==> src/rtl/bias_ctrl_pkg.sv <==
// Shared state encoding and memory timing constants for the bias datapath controller.
package bias_ctrl_pkg;

    typedef enum logic [2:0] {
        S_IDLE,
        S_FETCH,
        S_LOAD,
        S_WAIT,
        S_EMIT,
        S_PASS,
        S_FIN
    } state_t;

    // Bias memory read latency; FETCH->LOAD spacing is built around this value.
    localparam int BIAS_RD_LAT = 1;

endpackage

==> src/rtl/bias_ctrl.sv <==
// Sequences bias fetch/load/sum per output unit, or bypass; in_valid->out_en 1 cycle, ->out_valid 2 cycles.
// No backpressure: in_valid outside WAIT (bias) or PASS is dropped and flagged in sticky overrun.
module bias_ctrl
    import bias_ctrl_pkg::*;
#(
    parameter int AWIDTH = 10,
    parameter int CWIDTH = 10
) (
    input  logic              clk,
    input  logic              xrst,
    input  logic              start,
    input  logic              bias_on,
    input  logic [CWIDTH-1:0] total_out,
    input  logic [AWIDTH-1:0] base_addr,
    input  logic              in_valid,
    output logic [AWIDTH-1:0] bias_addr,
    output logic              breg_we,
    output logic              enable,
    output logic              out_en,
    output logic              out_valid,
    output logic              busy,
    output logic              done,
    output logic              overrun
);

    state_t            state;
    logic [CWIDTH-1:0] cnt;
    logic [CWIDTH-1:0] tot;
    logic [AWIDTH-1:0] base_q;
    logic [CWIDTH-1:0] cnt_inc;

    assign cnt_inc = cnt + CWIDTH'(1);

    always_ff @(posedge clk) begin
        if (xrst) begin
            state     <= S_IDLE;
            cnt       <= '0;
            tot       <= '0;
            base_q    <= '0;
            bias_addr <= '0;
            breg_we   <= 1'b0;
            enable    <= 1'b0;
            out_en    <= 1'b0;
            out_valid <= 1'b0;
            busy      <= 1'b0;
            done      <= 1'b0;
            overrun   <= 1'b0;
        end else begin
            breg_we   <= 1'b0;
            out_en    <= 1'b0;
            done      <= 1'b0;
            // Bias mode: valid trails out_en; bypass: valid trails the input directly.
            out_valid <= out_en || (state == S_PASS && in_valid);

            // Any input the current state cannot consume is dropped and flagged.
            if (in_valid && state != S_WAIT && state != S_PASS)
                overrun <= 1'b1;

            case (state)
                S_IDLE: begin
                    if (start) begin
                        enable  <= bias_on;
                        tot     <= total_out;
                        base_q  <= base_addr;
                        cnt     <= '0;
                        overrun <= 1'b0;
                        busy    <= 1'b1;
                        if (total_out == '0) begin
                            state <= S_FIN;
                            done  <= 1'b1;
                        end else if (bias_on) begin
                            state     <= S_FETCH;
                            bias_addr <= base_addr;
                        end else begin
                            state <= S_PASS;
                        end
                    end
                end
                S_FETCH: begin
                    state   <= S_LOAD;
                    breg_we <= 1'b1;
                end
                S_LOAD: state <= S_WAIT;
                S_WAIT: begin
                    if (in_valid) begin
                        state  <= S_EMIT;
                        out_en <= 1'b1;
                    end
                end
                S_EMIT: begin
                    cnt <= cnt_inc;
                    if (cnt_inc == tot) begin
                        state <= S_FIN;
                        done  <= 1'b1;
                    end else begin
                        state     <= S_FETCH;
                        bias_addr <= base_q + AWIDTH'(cnt_inc);
                    end
                end
                S_PASS: begin
                    if (in_valid) begin
                        cnt <= cnt_inc;
                        if (cnt_inc == tot) begin
                            state <= S_FIN;
                            done  <= 1'b1;
                        end
                    end
                end
                S_FIN: begin
                    state <= S_IDLE;
                    busy  <= 1'b0;
                end
                default: state <= S_IDLE;
            endcase
        end
    end

endmodule
==> config.mk <==
export PLATFORM = sky130hd
export DESIGN_NAME = bias_ctrl
export DESIGN_NICKNAME = d
export VERILOG_FILES = /design/src/rtl/bias_ctrl_pkg.sv /design/src/rtl/bias_ctrl.sv
export SDC_FILE = /design/constraint.sdc
export NUM_CORES = 1
export LEC_CHECK = 0
export CAP_MARGIN = 20
export CORE_ASPECT_RATIO = 1.5
export CORE_UTILIZATION = 45
export DETAILED_ROUTE_END_ITERATION = 10
export DONT_BUFFER_PORTS = 1
export PLACE_DENSITY = 0.65
export RECOVER_POWER = 25
export REMOVE_ABC_BUFFERS = 1
export SYNTH_ARGS = -nofsm -noshare
export SYNTH_HDL_FRONTEND = slang
export SYNTH_SLANG_ARGS = --single-unit
==> constraint.sdc <==
create_clock -name clk -period 3.6 [get_ports clk]
set_input_delay 0.18 -clock clk [delete_from_list [all_inputs] [get_ports clk]]
set_output_delay 0.18 -clock clk [all_outputs]
set_load 0.1 [all_outputs]
==> results.cfg <==
[run_status]
outcome = complete, no violations

[power]
total_power_mw = 2.15
switchingPower_mw = 1.05
p_per_area_nw_per_um2 = 654
p_clk_share_pct = 16.7
ir_drop_uv = 594
power_frac_comb_pct = 31.4
p_leak_nw = 1.28
p_int_mw = 1.09
power_frac_seq_pct = 52.0
switching_share_pct = 49.1

[logic_synthesis]
synth.avg_cell_area_sq_um = 7.92
yosys-top-cells-count = nand2_1, dfxtp_1, a21oi_1
ys_seq_elements = 50
yosysTopAreaCell = dfxtp_1
synth_edf_count = 0
yosysSeqAreaShare_pct = 33.6
async_reset_ff_share_pct = 0
syn_inst = 376
synth_top_flop_cell = dfxtp_1
synth_top_area_share_pct = 33.6
ys_warn_count = 0
netlist_area_sq_um = 2980
ys_types = 62
synthTopCellsByArea = dfxtp_1, nand2_1, a21oi_1
synth_most_common_cell = nand2_1

[timing]
rsz0062_at_grt = false
setup_viol = 0
fin_skew_ps = 13.5
worstMarginPinSlew_ps = 990
maxSlewViolCount = 0
hold_violations = 0
setup_ws_ps = 528
fin_crit_ps = 3070
relSlewSlack_pct = 33.9
finalSetupTns_ps = 0
fin_crit_sh_pct = 85.3
fmax_ghz = 0.326

[critical_path]
cp_top_family = simple AND/OR/NAND/NOR gates
path_cells = ha_1, and3_1, xor2_1, ha_1, nand3_1, o211ai_1, or4_1, nand4_1, nand4_1, and3_1, a221oi_2
worstSetupPathType = register to register
cp-start-kind = register
path_buf_inv = 0
endpoint_kind = register
cp_slowest_cell = dfxtp_1
max_stage_delay_ps = 480
critPathMaxFanout = 8
arrival_ps = 3300
required_ps = 3830

[die]
ios = 42
core_sq_um = 6260
die-area_sq_um = 6950
die_w_um = 68.4
num_rows = 35
chipHeight_um = 102
start_util_pct = 47.6

[final_layout]
multi_input_area_sq_um = 1830
ff_latch_area_sq_um = 1000
antennaDiodeCount = 0
synthToLayoutAreaGrowth_pct = 10.1
final_core_util_pct = 52.4
nFillCells = 620
nNetsFinal = 417
drive_gt1_share_pct = 6.54

[run]
cap_violations = 0

[route]
drc = 0
post_drt_wl_per_cell_um = 16.1
vias_per_cell = 5.71
postRouteAntennaNets = 0
dr.pass1.iters = 4
finalWirelength_um = 7330
first_iter_violations = 111
vias = 2606

[grt]
grtUsageMet3_pct = 3.15
met2_usage_pct = 41.9
track_usage_pct = 23.1
grt_pass1_wl_um = 12100
grt_pass1_vias = 2559
grt_util_met1_pct = 27.2
antenna_found_initial = 0
top_usage_layer = met2
grt_max_degree = 49
overflow = 0

[hold_path]
min_path_type = input pin to register

[clocking]
ctsHtreeMaxLevel = 2
cts_buffer_depth = 2
cts_buffers = 5
clock_latency_ps = 310
tritoncts = done
clockRootBuffer = clkbuf_8
clk_pin_slew_ps = 100
clock_sinks = 50

[placed_design]
portBuffers = 0
routabilityCongestion = 0.903
hpwlAfterDp_um = 5190
pre_cts_ws_ps = 555
power by group through the flow:
stage               clock [mW]  sequential (mW)  combinational (mW)
finish                   0.357             1.11               0.673
global route             0.391             1.14               0.763
CTS                      0.373             1.11               0.678
detailed placement           0             1.13               0.646
global placement             0             1.13               0.643
floorplan                    0             1.09               0.500
flip-flops by register name, indices dropped and copies added (netlist names):
| name | count |
|---|---|
| cnt | 10 |
| bias_addr | 10 |
| state | 3 |
| out_valid | 1 |
| out_en | 1 |
| busy | 1 |
| tot | 10 |
| base_q | 10 |
| enable | 1 |
| breg_we | 1 |
| done | 1 |
| overrun | 1 |
kinds of logic after synthesis:
| kind of cell | Yosys count | synth area share (%) |
|---|---|---|
| AO/OA/AOI/OAI | 95 | 21.2 |
| XOR/XNOR | 23 | 8.87 |
| adder cells (fa/ha/maj) | 11 | 4.87 |
| buffers and inverters | 31 | 4.83 |
| flip-flops | 50 | 33.6 |
| AND/OR/NAND/NOR | 166 | 26.6 |
final cells by class:
type / count / area share, %
timing repair buffer: 22 / 6.94
clock inverter: 2 / 0.496
clock buffer: 6 / 2.52
inverter: 7 / 0.801
tap: 74 / 2.82
multi-input combinational: 295 / 55.9
sequential: 50 / 30.5
cells in the final DEF, fill, tap and decap left out, types with 2 or more instances in the layout:
cell and n:
a311oi_1 6, and3_2 2, o21bai_1 2, nor3_1 11, clkbuf_8 6, nor2_1 29
or3_1 3, nand2b_1 9, xnor3_4 2, a22oi_1 3, and3_1 6, dlygate4sd3_1 20
inv_1 7, ha_1 10, a211o_1 2, xor2_1 7, xnor2_1 12, a21oi_1 42
and4_2 2, and4_1 2, dfxtp_1 50, a31oi_1 5, nor4_1 2, xnor3_1 2
nand4_1 3, nor2b_1 4, o21ai_0 14, a21boi_0 2, nand2_1 73, nand3_1 11
routing by layer:
layer  vias up  wire [um]
li1       1335          -
met1      1215       3210
met2        46       3730
met3        10        261
met4         0        119
met5         -          0
final timing paths:
kind                startpoint      endpoint  slack [ps]  depth (start not counted)
hold reg to reg      base_q[2]     base_q[2]         470                          2
setup reg to reg        cnt[0]  bias_addr[9]         530                         11
hold / removal    total_out[5]        tot[5]          10                          2
setup / recovery        cnt[0]  bias_addr[9]         530                         11
what timing repair did:
item / 4_1_cts / 5_1_grt
setup endpoints to repair: 0 / 0
endpoints found under the hold margin: 48 / 0
setup buffers: 0 / 0
hold buffers: 21 / 0
resized for setup: 0 / 0
metrics by stage:
step           cells  instance area [sq um]  hold slack [ps]
3_3_place_gp     427                   2960              254
3_5_place_dp     427                   2960              257
6_report         456                   3280             10.9
4_1_cts          456                   3280             1.35
5_1_grt          456                   3280             6.47
2_1_floorplan    352                   2860              246
Note: power is estimated with default switching activity, not from simulation.
